## src/rtl/ysyx_2022040010_rw_sched.sv

```systemverilog
// Read/write scheduler in front of axi_rw: posted writes go through a small FIFO,
// reads are served with priority unless they hit a buffered write or a drain is pending.
module ysyx_2022040010_rw_sched #(
  parameter int WBUF_DEPTH = 4
) (
  input  logic        clock,
  input  logic        reset,
  // read requester
  input  logic        rd_req_i,
  input  logic [63:0] rd_addr_i,
  input  logic [1:0]  rd_size_i,
  output logic        rd_gnt_o,
  output logic        rd_done_o,
  output logic [63:0] rd_data_o,
  // posted write requester
  input  logic        wr_req_i,
  input  logic [63:0] wr_addr_i,
  input  logic [63:0] wr_data_i,
  input  logic [7:0]  wr_mask_i,
  input  logic [1:0]  wr_size_i,
  output logic        wr_gnt_o,
  // drain
  input  logic        fence_i,
  output logic        fence_done_o,
  // toward axi_rw
  output logic        rw_valid_o,
  input  logic        rw_ready_i,
  output logic        rw_req_o,
  output logic [63:0] rw_addr_o,
  output logic [1:0]  rw_size_o,
  output logic [63:0] data_write_o,
  output logic [7:0]  w_mask_o,
  output logic [3:0]  rw_id_o,
  input  logic [63:0] data_read_i,
  // debug view of the FSM (0 idle, 1 read, 2 write)
  output logic [1:0]  fsm_state
);

  localparam int PW = $clog2(WBUF_DEPTH);

  typedef enum logic [1:0] {S_IDLE = 2'd0, S_RD = 2'd1, S_WR = 2'd2} state_t;

  state_t state, state_n;

  logic [63:0] buf_addr [WBUF_DEPTH];
  logic [63:0] buf_data [WBUF_DEPTH];
  logic [7:0]  buf_mask [WBUF_DEPTH];
  logic [1:0]  buf_size [WBUF_DEPTH];

  logic [PW-1:0] wptr, rptr;
  logic [PW:0]   count;
  logic          full, empty, push, pop, hazard;

  logic        cmd_req;
  logic [63:0] cmd_addr, cmd_data;
  logic [7:0]  cmd_mask;
  logic [1:0]  cmd_size;

  logic rd_done_q, fence_done_q, fence_armed, fence_fire;

  assign full     = (count == (PW+1)'(WBUF_DEPTH));
  assign empty    = (count == '0);
  assign wr_gnt_o = ~full;
  assign push     = wr_req_i & ~full;

  // Only entries already in the buffer count; a write accepted this cycle is younger.
  always_comb begin
    logic [PW-1:0] off;
    hazard = 1'b0;
    off    = '0;
    for (int i = 0; i < WBUF_DEPTH; i++) begin
      off = PW'(i) - rptr;
      if (({1'b0, off} < count) && (buf_addr[i][63:3] == rd_addr_i[63:3]))
        hazard = 1'b1;
    end
    hazard = hazard & rd_req_i;
  end

  always_comb begin
    state_n  = state;
    rd_gnt_o = 1'b0;
    pop      = 1'b0;
    case (state)
      S_IDLE: begin
        if (!empty && (full || fence_i || hazard)) begin
          state_n = S_WR;
          pop     = 1'b1;
        end else if (rd_req_i) begin
          state_n  = S_RD;
          rd_gnt_o = 1'b1;
        end else if (!empty) begin
          state_n = S_WR;
          pop     = 1'b1;
        end
      end
      S_RD, S_WR: if (rw_ready_i) state_n = S_IDLE;
      default: state_n = S_IDLE;
    endcase
  end

  assign fence_fire = fence_i & fence_armed & (state == S_IDLE) & empty;

  always_ff @(posedge clock) begin
    if (push) begin
      buf_addr[wptr] <= wr_addr_i;
      buf_data[wptr] <= wr_data_i;
      buf_mask[wptr] <= wr_mask_i;
      buf_size[wptr] <= wr_size_i;
    end
  end

  always_ff @(posedge clock or posedge reset) begin
    if (reset) begin
      state        <= S_IDLE;
      wptr         <= '0;
      rptr         <= '0;
      count        <= '0;
      cmd_req      <= 1'b0;
      cmd_addr     <= '0;
      cmd_data     <= '0;
      cmd_mask     <= '0;
      cmd_size     <= '0;
      rd_data_o    <= '0;
      rd_done_q    <= 1'b0;
      fence_done_q <= 1'b0;
      fence_armed  <= 1'b1;
    end else begin
      state <= state_n;
      if (push) wptr <= wptr + 1'b1;
      if (pop)  rptr <= rptr + 1'b1;
      case ({push, pop})
        2'b10:   count <= count + 1'b1;
        2'b01:   count <= count - 1'b1;
        default: count <= count;
      endcase
      if (pop) begin
        cmd_req  <= 1'b1;
        cmd_addr <= buf_addr[rptr];
        cmd_data <= buf_data[rptr];
        cmd_mask <= buf_mask[rptr];
        cmd_size <= buf_size[rptr];
      end else if (rd_gnt_o) begin
        cmd_req  <= 1'b0;
        cmd_addr <= rd_addr_i;
        cmd_data <= '0;
        cmd_mask <= '0;
        cmd_size <= rd_size_i;
      end
      rd_done_q <= (state == S_RD) && rw_ready_i;
      if ((state == S_RD) && rw_ready_i) rd_data_o <= data_read_i;
      fence_done_q <= fence_fire;
      if (!fence_i)        fence_armed <= 1'b1;
      else if (fence_fire) fence_armed <= 1'b0;
    end
  end

  // rw handshake: command is held stable while rw_valid_o=1; it transfers on the
  // posedge where rw_valid_o & rw_ready_i, and the FSM is back in IDLE afterwards.
  assign rw_valid_o   = (state != S_IDLE);
  assign rw_req_o     = cmd_req;
  assign rw_addr_o    = cmd_addr;
  assign rw_size_o    = cmd_size;
  assign data_write_o = cmd_data;
  assign w_mask_o     = cmd_mask;
  assign rw_id_o      = {3'b000, cmd_req};
  assign rd_done_o    = rd_done_q;
  assign fence_done_o = fence_done_q;
  assign fsm_state    = state;

endmodule

```

## config.mk

```make
export PLATFORM = sky130hd
export DESIGN_NAME = ysyx_2022040010_rw_sched
export DESIGN_NICKNAME = d
export VERILOG_FILES = /design/src/rtl/ysyx_2022040010_rw_sched.sv
export SDC_FILE = /design/constraint.sdc
export NUM_CORES = 1
export LEC_CHECK = 0
export CAP_MARGIN = 20
export CORE_MARGIN = 2
export CORE_UTILIZATION = 49
export CTS_CLUSTER_DIAMETER = 150
export DETAILED_ROUTE_END_ITERATION = 10
export PLACE_DENSITY = 0.77
export RECOVER_POWER = 50
export SYNTH_ARGS = -nofsm -noshare
export SYNTH_HDL_FRONTEND = slang
export SYNTH_SLANG_ARGS = --single-unit
```

## constraint.sdc

```tcl
create_clock -name clock -period 7.26 [get_ports clock]
set_clock_uncertainty 0.1 [all_clocks]
set_input_delay 1.452 -clock clock [delete_from_list [all_inputs] [get_ports clock]]
set_output_delay 1.452 -clock clock [all_outputs]
set_load 0.05 [all_outputs]
```

* Yosys cells after proc, flatten, opt, wreduce, memory -nomap -nowiden
Memories as Yosys holds them, arrays and structs flattened.
Cells that the tools add are included.
** Operators by class
- Bitwise operators :: 6
- Magnitude comparators :: 4
- $add $sub $neg :: 8
- Reduce and logical (&&, ||, !) cells :: 16
- $mul :: 0
- Mux-type cells :: 31
- Equal/unequal tests :: 12
- Divide/modulo/power cells :: 0
- Shifts and indexed selects :: 0
** Operator list (number)
- 64-bit 2-to-1 mux :: 4
- 61-bit == test :: 4
- 1-bit 2-to-1 mux :: 17
- 8-bit 2-to-1 mux :: 2
- 2-bit by 3-bit < comparator with 1-bit output :: 4
- 2-bit 2-to-1 mux :: 6
- 1-bit logical AND :: 6
- 3-bit one-hot mux with 2 select lines :: 1
- 2-bit nonzero test :: 3
- 1-bit bitwise AND :: 5
- 2-bit by 1-bit adder with 2-bit output, second input constant :: 2
- 2-bit by 1-bit == test with 1-bit output, second input constant :: 2
- 2-bit == test, second input constant :: 2
- 4-bit != test, second input constant :: 1
- 2-bit one-hot mux with 2 select lines :: 1
- 1-bit by 2-bit subtractor with 2-bit output, first input constant :: 2
- 2-bit subtractor, first input constant :: 2
- 3-bit by 1-bit adder with 3-bit output, second input constant :: 1
- 3-bit == test, second input constant :: 1
- 3-bit zero test :: 1
- 3-bit by 1-bit subtractor with 3-bit output, second input constant :: 1
- 2-bit zero test :: 1
- 1-bit logical OR :: 2
- 2-bit by 1-bit != test with 1-bit output, second input constant :: 1
- 5 further kinds :: 5
** Word-level totals
- Bits in writable memories :: 552
- Output and inout bits :: 214
- Bits in latches :: 0
- Memories :: 4
- Bits in read-only memories :: 0
- Flip-flop bits (word level) :: 215
** Memories
- buf_addr :: depth 4, bits a word 64, rd ports 5, clocked after Yosys merged registers in 0, write ports 1, RTL line 45 : logic [63:0] buf_addr [WBUF_DEPTH];
- buf_data :: depth 4, bits a word 64, rd ports 1, clocked after Yosys merged registers in 0, write ports 1, RTL line 46 : logic [63:0] buf_data [WBUF_DEPTH];
- buf_mask :: depth 4, bits a word 8, rd ports 1, clocked after Yosys merged registers in 0, write ports 1, RTL line 47 : logic [7:0] buf_mask [WBUF_DEPTH];
- buf_size :: depth 4, bits a word 2, rd ports 1, clocked after Yosys merged registers in 0, write ports 1, RTL line 48 : logic [1:0] buf_size [WBUF_DEPTH];

* Logic depth before layout (Yosys ltp)
Gate-level depths: netlist (run 1).
- Word-level depth :: 14
- Depth in mapped cells :: 20
- Depth with buffers taken out :: 16

* Worst setup path after synthesis (run 1)
No wires, ideal clock.
- Path type :: input to register
- Start :: in wr_req_i
- End :: mem buf_addr[1][0], enable pin
- Arrival time :: 4.674 ns
- Path slack :: 1.971 ns
- Stages on the path :: 1
- Library setup time :: 0.515 ns
- Buffers on the path :: 0
- Cells stage by stage :: and3_1
** Between the ends
- Word-level cells in the longest chain between the ends :: 3
** RTL lines
- from (decl) :: RTL line 16 : input logic wr_req_i,
- 1-bit bitwise AND :: RTL line 64 : assign push = wr_req_i & ~full;
- 1-bit 2-to-1 mux :: RTL line 104 : if (push) begin
- 1-bit 2-to-1 mux (not written as such) :: RTL line 105 : buf_addr[wptr] <= wr_addr_i;
- to (decl) :: RTL line 45
No other way between the ends.

* Final worst setup path (run 1)
- Start :: in rd_addr_i[62]
- End :: out rd_gnt_o
** Between the ends
- Word-level cells in the longest chain between the ends :: 11
- Elaborated cells on any way between the ends :: 17
- Those cells by class :: 4 x eq/ne; 6 x mux; 1 x bitwise; 6 x reduce/logical
** RTL lines
- from (decl) :: RTL line 10 : input logic [63:0] rd_addr_i,
- 61-bit == test :: RTL line 73 : if (({1'b0, off} < count) && (buf_addr[i][63:3] == rd_addr_i[63:3]))
- 1-bit logical AND :: RTL line 73
- 1-bit 2-to-1 mux (3 in a row) :: RTL line 73
- 1-bit 2-to-1 mux (*) :: RTL line 73
- 1-bit bitwise AND (*) :: RTL line 76 : hazard = hazard & rd_req_i;
- 1-bit logical OR (*) :: RTL line 85 : if (!empty && (full || fence_i || hazard)) begin
- 1-bit logical AND (*) :: RTL line 85
- 1-bit 2-to-1 mux (*) :: RTL line 85
- 1-bit 2-to-1 mux (*) :: RTL line 83 : case (state)
- to (decl) :: RTL line 12 : output logic rd_gnt_o,
Every way passes the cells marked *; elsewhere a longest branch is shown, timed or not.

==> impl_metrics.ini, run 1 <==
[synthesis]
ys_seq_elements = 767
synth_cell_type_count = 40
synth_top_area_cell = edfxtp_1
syn-cell-area_mm2 = 0.03141
yosys-top-cells-count = edfxtp_1 (552), dfrtp_1 (214), xor2_1 (198)
yosysMostFrequentCell = edfxtp_1
async_flop_share_pct = 28.03
synth_top_area_share_pct = 52.78
synth_edf_count = 552
synth_area_per_cell_um2 = 18.17
synth_area_leaders = edfxtp_1 (53%), dfrtp_1 (17%), mux4_2 (9.9%)
synth-seq-area-share_pct = 69.92
synth_cells = 1728
yosysWarnings = 0
synthFlopType = edfxtp_1

[worst_setup_path]
critPathBufInv = 3
r2r-end = buf_data[2][47]$_DFFE_PP_
endpoint_kind = output port
critPathTopFamily = simple AND/OR/NAND/NOR gates
worst-path-max-fanout = 5
rrSetupSlack_ps = 2980
path_class = input pin to output port
rr_worst_depth = 4
reg2reg_from = count[0]$_DFFE_PP0P_
path_cells = clkdlybuf4s50_1 > xor2_1 > nor4_1 > nand4_1 > nor4_1 > a22oi_1 > and3_4 > o21ai_4 > inv_1 > clkdlybuf4s50_1
critPathSlowestCell = nor4_1
slowest_delay_ps = 740
cp.arrival_ps = 5050
cp-start-kind = input pin
cp.required_ps = 5710

[sta]
rsz0062_at_grt = false
slew_headroom_pct = -130.4
period_share_pct = 90.91
fin_setup_tns_ps = 0
setup_slack_ps = 659.8
setup_violations = 0
period_minus_slack_ps = 6600
hold_viol = 0
tightestPinTransition_ps = 3455
fin_hold_ws_ps = 360.4
final_max_slew_viol_count = 277
fmax_mhz = 151.5

[status]
violations = capacitance limit, slew limit
outcome = complete, but fails checks

[power]
ir_drop_mv = 0.3889
leakage_nw = 14.00
powerDensity_mw_per_mm2 = 466.4

[clocking]
cts_tree = built
cts.path.max_buffers = 3
cts-resized-gates = 0
cts_root_buffer = clkbuf_16
ctsHoldBuffers = 0
htree_levels = 3
clkSinkCount = 767
cts_setup_buffers = 0
path_clk_slew_ps = 60
clk_latency_ps = 630
numCtsBuffers = 81

[detailed_routing]
vias_per_cell = 5.796
num_vias = 18001
wl_per_cell_um = 27.11
postRouteWirelength_um = 84200
drt_pass1_iterations = 5
ant_nets = 0
drc = 0
first_iter_violations = 1809

[min_path]
min_path_type = flip-flop to flip-flop
min-delay-start = fence_armed$_DFFE_PP1P_
holdPathEnd = fence_armed$_DFFE_PP1P_
holdPathStages = 2

[place]
dp_hpwl_um = 54310
port-buffer-count = 484
dpl-instance-area_mm2 = 0.03691
place_congestion = 0.9008
pre_cts_ws_ps = 890.7
place_inst = 2934

[finish]
area_delta_synth_final_pct = 26.02
fin_nets = 2457
design_area_mm2 = 0.03958
layout.cells.non_filler = 3106
drive_gt1_share_pct = 17.61

[global_routing]
grtUsageTotal_pct = 25.42
grt_pass1_wl_um = 123800
grt-ovfl-total = 0
grt_max_degree = 164
grt_pass1_vias = 18632
antenna_found_initial = 37

[die]
die_h_um = 257.2
core_area_mm2 = 0.06320
die_w_um = 257.2
start_util_pct = 49.70
std_cell_rows = 92
pin_count = 488
dieArea_mm2 = 0.06613

[flow_run]
drv_cap = 5
-- flip-flops by register name (all words and copies together), names as in the netlist, 3 cells and up --
signal / count
buf_addr: 256
buf_data: 256
buf_mask: 32
buf_size: 8
count: 3
data_write_o: 64
rd_data_o: 64
rw_addr_o: 64
w_mask_o: 8
-- worst max-delay path by stage --
stage | from | to | cells past startpoint
4_1_cts | rd_addr_i[14] | rd_gnt_o | 10
2_1_floorplan | wr_req_i | buf_addr[1][0]$_DFFE_PP_ | 1
5_1_grt | rd_addr_i[10] | rd_gnt_o | 10
3_3_place_gp | rd_addr_i[14] | rd_gnt_o | 10
3_5_place_dp | rd_addr_i[10] | rd_gnt_o | 10
6_report | rd_addr_i[62] | rd_gnt_o | 10
-- area by class of cell --
type                            count  area, um2
Fill cell                        4432      23620
Sequential cell                   767      21960
Multi-Input combinational cell    803       8768
Timing Repair Buffer              499       5025
Clock buffer                      113       2237
Tap cell                          846       1059
Clock inverter                     36      394.1
Inverter                           19      72.57
Antenna cell                       23      57.56
-- cell usage in the layout (no fill, tap or decap), drive strengths merged, types with 23 or more instances in the layout --
cell and n:
edfxtp 552, clkdlybuf4s50 342, dfrtp 214, xor2 198, dlygate4sd3 142, mux4 138
clkbuf 115, a22o 72, nand2b 67, o221a 67, mux2 64, nor4 53
xnor2 51, clkinv 25, diode 23, inv 23
-- worst reg2reg max path, delay by kind of cell, from the launching register on --
family                 cells  cell delay, ps
buffers and inverters      1             560
AND/OR/NAND/NOR            3            2660
flip-flops                 1             480
-- report_power, final --
part	leakage, nW	internal, W	total [W]	switching [W]
Clock	1.29	0.00236	0.00408	0.00172
Sequential	7.62	0.00604	0.00671	0.000668
Combinational	5.09	0.00300	0.00767	0.00467
-- layer usage --
metal | wire [um] | up-vias | global-route usage [%] | share of wire (%)
met1 | 31960 | 9295 | 33.08 | 38
met2 | 40790 | 895 | 40.44 | 48
met4 | 2254 | 22 | 8.010 | 2.7
met5 | 141 | - | 0 | 0.17
li1 | - | 7635 | - | -
met3 | 9055 | 154 | 8.727 | 11
-- kinds of logic (layout without fill, tap and decap cells) --
logic type | Yosys count | after routing | share of synthesized area (%)
buffers and inverters | 160 | 667 | 2.243
muxes | 202 | 202 | 12.19
AOI/OAI and AO/OA | 156 | 156 | 4.793
xor gates and xnor gates | 249 | 249 | 6.944
DFF | 767 | 767 | 69.92
adders and majority gates | 12 | 12 | 0.5020
other | 1 | 26 | 0.01194
and+or+nand+nor | 181 | 181 | 3.398
-- stage by stage --
stage	total power [W]	utilization, %
after floorplan	0.01188	-
after global placement	0.01432	58.41
after detailed placement	0.01448	58.41
after CTS	0.01859	62.58
after global routing	0.01920	62.59
final	0.01846	62.63
Note: power is estimated with default switching activity, not from simulation.
==> run 2: changes to the inputs <==
--- a/config.mk
+++ b/config.mk
@@ -8,7 +8,7 @@
 export CAP_MARGIN = 20
 export CORE_MARGIN = 2
 export CORE_UTILIZATION = 49
-export CTS_CLUSTER_DIAMETER = 150
+export CTS_CLUSTER_DIAMETER = 40
 export DETAILED_ROUTE_END_ITERATION = 10
 export PLACE_DENSITY = 0.77
 export RECOVER_POWER = 50
==> run 2 against run 1 <==
The run still ends with capacitance limit, slew limit left. Register-to-register slack got worse by 30 ps. Non-clock buffer count unchanged. Die area unchanged. Sequential share of layout area decreased by 1.5 points. Highest routed layer unchanged.
==> impl_metrics.ini, run 2 (synthesized netlist as in run 1, its figures left out) <==
[clocking]
htree_levels = 3
clk_latency_ps = 670
cts_tree = built
cts_root_buffer = clkbuf_16
clkSinkCount = 767
ctsHoldBuffers = 0
cts-resized-gates = 0
path_clk_slew_ps = 50
cts.path.max_buffers = 3
cts_setup_buffers = 0
numCtsBuffers = 108

[place]
port-buffer-count = 484
place_congestion = 0.9008
dp_hpwl_um = 54310
pre_cts_ws_ps = 890.7

[finish]
final_cell_mix = edfxtp_1 (552), clkdlybuf4s50_1 (342), dfrtp_1 (212)
area_delta_synth_final_pct = 29.62
multi_input_area_mm2 = 0.008763
fillers = 4312
largest_registers = buf_addr x256, buf_data x256
fin_nets = 2484
mostFrequentLayoutCell = edfxtp_1
drive_gt1_share_pct = 20.15
regArea_mm2 = 0.02196

[sta]
final_max_slew_viol_count = 331
fin_hold_ws_ps = 361.2
period_minus_slack_ps = 6540
fin_setup_tns_ps = 0
tightestPinTransition_ps = 3464
hold_viol = 0
setup_slack_ps = 719.7
setup_violations = 0
fmax_mhz = 152.9
rsz0062_at_grt = false
period_share_pct = 90.09
slew_headroom_pct = -130.9

[detailed_routing]
drt_pass1_iterations = 6
ant_nets = 0
wl_per_cell_um = 26.86
dr.max_layer_used = met5
drc = 0
num_vias = 18105
first_iter_violations = 1695
dr_wl_met2_um = 41220
vias_per_cell = 5.731
wl_met1_um = 31920
dr_wl_met3_um = 9262
postRouteWirelength_um = 84840

[power]
power_w = 0.01974
ir_drop_mv = 0.3774
powerDensity_mw_per_mm2 = 484.9
leakage_nw = 14.51

[die]
std_cell_rows = 92
start_util_pct = 49.70
pin_count = 488
die_w_um = 257.2
dieArea_mm2 = 0.06613
core_area_mm2 = 0.06320
die_h_um = 257.2

[status]
outcome = complete, but fails checks
violations = capacitance limit, slew limit

[worst_setup_path]
critPathSlowestCell = clkdlybuf4s50_1
cp.required_ps = 5710
endpoint_kind = output port
path_class = input pin to output port
path_cells = clkdlybuf4s50_1 > xor2_1 > nor4_1 > nand4_1 > nor4_1 > a22oi_1 > and3_4 > o21ai_4 > inv_1 > clkdlybuf4s50_1
reg2reg_from = count[0]$_DFFE_PP0P_
slowest_delay_ps = 700
worst-path-max-fanout = 5
cp-start-kind = input pin
crit_start = rd_addr_i[62]
cp.arrival_ps = 4990

[min_path]
min_path_type = flip-flop to flip-flop
min-delay-start = fence_armed$_DFFE_PP1P_

[global_routing]
grt-ovfl-total = 0
grt_pass1_vias = 18847
grt_max_degree = 164
grtUsageTotal_pct = 25.58
grt_pass1_wl_um = 125000
antenna_found_initial = 33

[flow_run]
drv_cap = 6
run 2: cell count changes in the layout (fill, tap and decap cells not counted), moves of 2 or more:
cell,delta
clkbuf_16,+29
inv_8,+6
clkbuf_1,-9
diode_2,-3
inv_6,+8
clkinv_4,+6
clkinvlp_4,+15
inv_16,-2
bufinv_16,+6
clkinv_1,-4
run 2: path summary, 6_finish.rpt:
| kind | endpoint | slack [ps] | depth (start not counted) |
|---|---|---|---|
| max reg2reg | buf_data[2][38]$_DFFE_PP_ | 2950 | 4 |
| min reg2reg | fence_armed$_DFFE_PP1P_ | 360 | 2 |
| max | rd_gnt_o | 720 | 10 |
| min | fence_armed$_DFFE_PP1P_ | 360 | 2 |
| min in group asynchronous | rptr[0]$_DFFE_PP0P_ | 1490 | 3 |
| max in group asynchronous | rd_data_o[22]$_DFFE_PP0P_ | 3240 | 3 |
run 2: metal layers:
metal	vias to the layer above	GRT usage (%)
met1	9271	33.63
met5	-	0
met4	22	8.899
met3	133	7.851
li1	7727	-
met2	952	40.62
run 2: area by class of cell:
| class | instances | share of cell area, % |
|---|---|---|
| Antenna cell | 20 | 0.1229 |
| Clock buffer | 132 | 7.162 |
| Clock inverter | 73 | 2.105 |
| Inverter | 19 | 0.1783 |
| Multi-Input combinational cell | 803 | 21.53 |
| Sequential cell | 767 | 53.96 |
| Tap cell | 846 | 2.600 |
| Timing Repair Buffer | 499 | 12.34 |
run 2: critical path: cells and delay by family:
| kind | cells | cell delay (ps) |
|---|---|---|
| AND/OR/NAND/NOR | 4 | 1520 |
| buffers and inverters | 3 | 1420 |
| AO/OA/AOI/OAI | 2 | 360 |
| XOR/XNOR | 1 | 200 |
run 2: power by group:
part           total (W)  internal [W]  switching [W]
Sequential       0.00672       0.00605       0.000674
Combinational    0.00767       0.00300        0.00467
Clock            0.00534       0.00330        0.00204
Total             0.0197        0.0124        0.00738
run 2: per-stage QoR:
step,utilization [%],instance area (um2),std cells
after floorplan,-,31420,1730
after global placement,58.41,36910,2934
after detailed placement,58.41,36910,2934
after CTS,64.38,40690,3139
after global routing,64.37,40680,3149
final,64.41,40710,3159
